<file path="src/rtl/axi_defs.sv">
// Shared AXI4 encodings and bridge FSM state encoding.
package axi_defs;

  localparam logic [2:0] AXI_SIZE_4B    = 3'b010;
  localparam logic [1:0] AXI_BURST_INCR = 2'b01;
  localparam logic [1:0] AXI_RESP_OKAY  = 2'b00;

  localparam logic [1:0] ST_IDLE_ENC = 2'd0;
  localparam logic [1:0] ST_AR_ENC   = 2'd1;
  localparam logic [1:0] ST_R_ENC    = 2'd2;
  localparam logic [1:0] ST_RESP_ENC = 2'd3;

  typedef enum logic [1:0] {
    ST_IDLE = ST_IDLE_ENC,
    ST_AR   = ST_AR_ENC,
    ST_R    = ST_R_ENC,
    ST_RESP = ST_RESP_ENC
  } state_t;

endpackage

</file>
<file path="src/rtl/icache_axi_rd_bridge.sv">
// Instruction-cache miss responder: one single-beat AXI4 read per miss,
// returns the word with a one-cycle s_ready qualified by the still-pending request.
module icache_axi_rd_bridge
  import axi_defs::*;
#(
  parameter int              A_WIDTH  = 32,
  parameter int              ID_W     = 4,
  parameter logic [ID_W-1:0] ARID_VAL = '0
) (
  input  logic               clk,
  input  logic               clrn,
  input  logic [A_WIDTH-1:0] s_a,
  input  logic               s_strobe,
  output logic [31:0]        s_dout,
  output logic               s_ready,
  output logic               bus_err,
  output logic [ID_W-1:0]    arid,
  output logic [A_WIDTH-1:0] araddr,
  output logic [7:0]         arlen,
  output logic [2:0]         arsize,
  output logic [1:0]         arburst,
  output logic               arvalid,
  input  logic               arready,
  input  logic [ID_W-1:0]    rid,
  input  logic [31:0]        rdata,
  input  logic [1:0]         rresp,
  input  logic               rlast,
  input  logic               rvalid,
  output logic               rready
);

  state_t               state_q, state_d;
  logic [A_WIDTH-1:2]   addr_q;
  logic                 accept, ar_hs, r_hs;

  // The word offset of the miss address plays no part in the request.
  logic unused_addr_lsb;
  assign unused_addr_lsb = ^s_a[1:0];

  // State register.
  // NOTE: sequential state uses non-blocking assignment so every flop samples pre-edge values.
  always_ff @(posedge clk or negedge clrn) begin
    if (!clrn) state_q <= ST_IDLE;
    else       state_q <= state_d;
  end

  // Next-state decode and handshake strobes.
  // NOTE: every always_comb output gets a default first so no latch is inferred.
  always_comb begin
    state_d = state_q;
    accept  = 1'b0;
    ar_hs   = 1'b0;
    r_hs    = 1'b0;
    unique case (state_q)
      ST_IDLE: begin
        accept = s_strobe;
        if (s_strobe) state_d = ST_AR;
      end
      ST_AR: begin
        ar_hs = arvalid && arready;
        if (ar_hs) state_d = ST_R;
      end
      ST_R: begin
        // A beat without rlast is still taken as the final one.
        r_hs = rvalid && rready;
        if (r_hs) state_d = ST_RESP;
      end
      ST_RESP: state_d = ST_IDLE;
      default: state_d = ST_IDLE;
    endcase
  end

  // Registered AXI controls, latched address, returned data and error pulse.
  always_ff @(posedge clk or negedge clrn) begin
    if (!clrn) begin
      arvalid <= 1'b0;
      rready  <= 1'b0;
      addr_q  <= '0;
      s_dout  <= '0;
      bus_err <= 1'b0;
    end else begin
      bus_err <= 1'b0;
      if (accept) begin
        addr_q  <= s_a[A_WIDTH-1:2];
        arvalid <= 1'b1;
      end
      if (ar_hs) begin
        arvalid <= 1'b0;
        rready  <= 1'b1;
      end
      if (r_hs) begin
        s_dout  <= rdata;
        bus_err <= (rresp != AXI_RESP_OKAY);
        rready  <= 1'b0;
      end
    end
  end

  // Data is only offered while the cache still wants exactly this word.
  assign s_ready = (state_q == ST_RESP) && s_strobe &&
                   (s_a[A_WIDTH-1:2] == addr_q);

  assign araddr  = {addr_q, 2'b00};
  assign arid    = ARID_VAL;
  assign arlen   = 8'd0;
  assign arsize  = AXI_SIZE_4B;
  assign arburst = AXI_BURST_INCR;

  a_ar_stable: assert property (@(posedge clk) disable iff (!clrn)
    (arvalid && !arready) |=> (arvalid && $stable(araddr)));

  a_rlast: assert property (@(posedge clk) disable iff (!clrn)
    (rvalid && rready) |-> rlast);

  a_rid: assert property (@(posedge clk) disable iff (!clrn)
    (rvalid && rready) |-> (rid == ARID_VAL));

  a_rready_in_r: assert property (@(posedge clk) disable iff (!clrn)
    rready |-> (state_q == ST_R));

endmodule

</file>
<file path="config.mk">
export PLATFORM = sky130hd
export DESIGN_NAME = icache_axi_rd_bridge
export DESIGN_NICKNAME = d
export VERILOG_FILES = /design/src/rtl/axi_defs.sv /design/src/rtl/icache_axi_rd_bridge.sv
export SDC_FILE = /design/constraint.sdc
export NUM_CORES = 1
export LEC_CHECK = 0
export ABC_AREA = 1
export CORE_ASPECT_RATIO = 0.6
export CORE_MARGIN = 5
export CORE_UTILIZATION = 44
export DETAILED_ROUTE_END_ITERATION = 7
export PLACE_DENSITY_LB_ADDON = 0.2
export SYNTH_ARGS = -nofsm -noshare
export SYNTH_HDL_FRONTEND = slang
export SYNTH_SLANG_ARGS = --single-unit
</file>
<file path="constraint.sdc">
create_clock -name clk -period 2.95 [get_ports clk]
set_clock_uncertainty 0.05 [all_clocks]
set_input_delay 0.4425 -clock clk [delete_from_list [all_inputs] [get_ports clk]]
set_output_delay 0.4425 -clock clk [all_outputs]
set_load 0.01 [all_outputs]
</file>
==> metrics.txt <==
Post-DP HPWL=6786 um; RSZ-0062 raised after global routing=false; Area contributors post-synth=dfrtp_1 (50%), nand2_1 (25%), inv_1 (6.7%), o21ai_0 (5.1%), buf_4 (4.2%); type of the worst setup path=in2out; I/O Pins=161; CTS clock-pin slew for the worst setup and hold paths=0.05 ns; setup TNS=0 ns; Die Height=77.69 um; final hold violation count=0; initial antenna violation count=0; status=finished clean; Post-synth top cells=nand2_1 (222), dfrtp_1 (67), inv_1 (60); Synth Instances=454; CP Capture Type=output pin; layout cells sized above 1=3.367%; Unique masters post-synth=18; Slew HR=51.02%; Critical Path Source Type=input pin; power density over the cells=949.5 nW/um^2; Die W=122.8 um; Worst EP required=2.46 ns; clock buffer count from CTS=9; Clock Sinks=67; CP Max Fanout=2; critical path's most frequent cell=nand2_1; CTS tree=yes; Layout area overhead=47.93%; 1st-iter DRT viols=191; Row Count=24; grt ovf=0; Seq. cell area=1677 um^2; fillcell total=648; top cell family by delay on the critical path=buffers and inverters; Yosys top cell by area=dfrtp_1; Post-synth EDFFs=0; GRT Util Overall=19.12%; hold buffer count at CTS=0; PostCTS Resize Cnt=0; Post-route DRC=0; register bit count reported by yosys=67; CTS max path bufs=2; Worst EP arrival=2.20 ns; # setup viols final=0; Final Instance Area=4970 um^2; Slew Limit Fails=0; largest net degree at the start of global routing=39; first-pass GRT wire length=14390 um; Main synth FF type=dfrtp_1; placed inst area=4696 um^2; Core Region=7357 um^2; Nets=670; router iterations before antenna repair=4; Worst Tran Pin Value=0.7346 ns; fmax=371.9 MHz; post-DR wirelength/cell=12.65 um; CP Cell Sequence=clkdlybuf4s50_1, inv_1, nand2_1, nand2_1, nor2_1, nand2_1, nor2_1, nand2_1, nor2_1, clkdlybuf4s50_1; syn avg cell area=7.400 um^2; Die ar.=9540 um^2; Initial Util=45.66%; Buffers & Inverters on Critical Path=3; Async SR Flop Fraction=100.0%; most common cell in the netlist=nand2_1; antenna cells=0; Post-Route WL=8827 um; Mapped Area=3359 um^2; final cell count without fillers=698; worst vdd ir=519.7 uV; placed cells=682; max_cap viols=0; Synth Warn #=0; routed vias/inst=4.441; gpl congestion=0.8234; Max stage delay on crit path=0.55 ns; slowest CP cell=clkdlybuf4s50_1; Leakage Power=2.581 nW; vias in the first global route=3060; min cycle time layout=2.689 ns; Post-DRT Antenna Nets=0; H-tree levels=3; fin crit share=91.15%; multi-input logic area=1279 um^2; clock latency on the worst-skew pair=0.32 ns; CTS root buf=clkbuf_16; # Post-CTS Setup Buffers=0; register area share after synthesis=49.91%; Worst Hold Class=in2async; Vias=3100; Port Buffer Count=134; top cell type's share of synthesized area=49.91%
-- per-stage QoR --
stage	hold WS [ns]	total power, mW	util [%]	worst slack (ns)
after floorplan	0.09691	2.653	-	1.416
after global placement	0.4123	3.686	63.83	0.2949
after detailed placement	0.4147	3.775	63.83	0.2756
after CTS	0.1463	4.779	67.55	0.2774
after global routing	0.1811	5.096	67.55	0.1303
final	0.1275	4.719	67.55	0.2612
-- cells by family (layout without fill, tap and decap cells) --
kind of cell | Yosys count | in the layout | synth area share, %
and+or+nand+nor | 249 | 249 | 28.08
buffers and inverters | 92 | 215 | 13.93
DFF | 67 | 67 | 49.91
AOI/OAI and AO/OA | 38 | 38 | 5.735
adders and majority gates | 5 | 5 | 1.862
other | 2 | 19 | 0.2235
xor gates and xnor gates | 1 | 1 | 0.2608
-- placed cells by master (no fill, tap or decap) --
cell | netlist | routed
conb_1 | 2 | 19
buf_12 | 0 | 1
nand3_2 | 1 | 1
buf_4 | 19 | 3
clkdlybuf4s50_1 | 0 | 133
clkbuf_16 | 0 | 9
inv_4 | 1 | 1
o211ai_1 | 1 | 1
clkinv_2 | 0 | 2
o21ai_0 | 34 | 34
nor2_1 | 24 | 24
inv_1 | 60 | 60
dfrtp_1 | 67 | 67
xnor2_1 | 1 | 1
buf_2 | 3 | 1
ha_1 | 5 | 5
clkbuf_8 | 0 | 2
o21ai_1 | 1 | 1
clkbuf_1 | 3 | 3
nand2_1 | 222 | 222
a21oi_1 | 2 | 2
nand3_1 | 2 | 2
-- worst paths after layout --
kind                                  from         end  slack, ns  cells past startpoint
worst max-delay path               s_a[22]     s_ready       0.26                     10
worst min-delay path                  clrn   s_dout[4]       0.13                      1
worst max register to register  state_q[0]  s_dout[17]       1.20                      7
worst min register to register  s_dout[10]  s_dout[10]       0.43                      2
max in group asynchronous             clrn  s_dout[28]       2.06                      2
min in group clk                s_dout[10]  s_dout[10]       0.43                      2
-- state kept, by name, summed over array words and instances, names as in the netlist --
register and cells:
addr_q 30, arvalid 1, s_dout 32, state_q 2
rready 1, bus_err 1
-- report_power, final --
group	leakage [nW]	internal, mW	switching (mW)
sequential	0.840	1.34	0.319
clock	0.137	0.612	0.364
combinational	1.60	1.09	0.998
total	2.58	3.04	1.68
-- layout make-up --
class                           instances  area share, %
Sequential cell                        67          33.74
Multi-Input combinational cell        312          25.73
Clock buffer                           14          5.312
Inverter                               61          4.658
Tap cell                              104          2.618
Timing Repair Buffer                  138          27.74
Clock inverter                          2         0.2014
-- routing by layer --
| layer | part of all wire [%] | wire length [um] | vias up | global-route usage, % |
|---|---|---|---|---|
| met4 | 1.2 | 105 | 0 | 5.363 |
| met3 | 7.8 | 687 | 11 | 6.468 |
| met2 | 48 | 4279 | 92 | 32.21 |
| li1 | - | - | 1582 | - |
| met5 | 0 | 0 | - | 0 |
| met1 | 43 | 3754 | 1415 | 23.44 |
No activity file was read; power rests on OpenSTA's default activity.
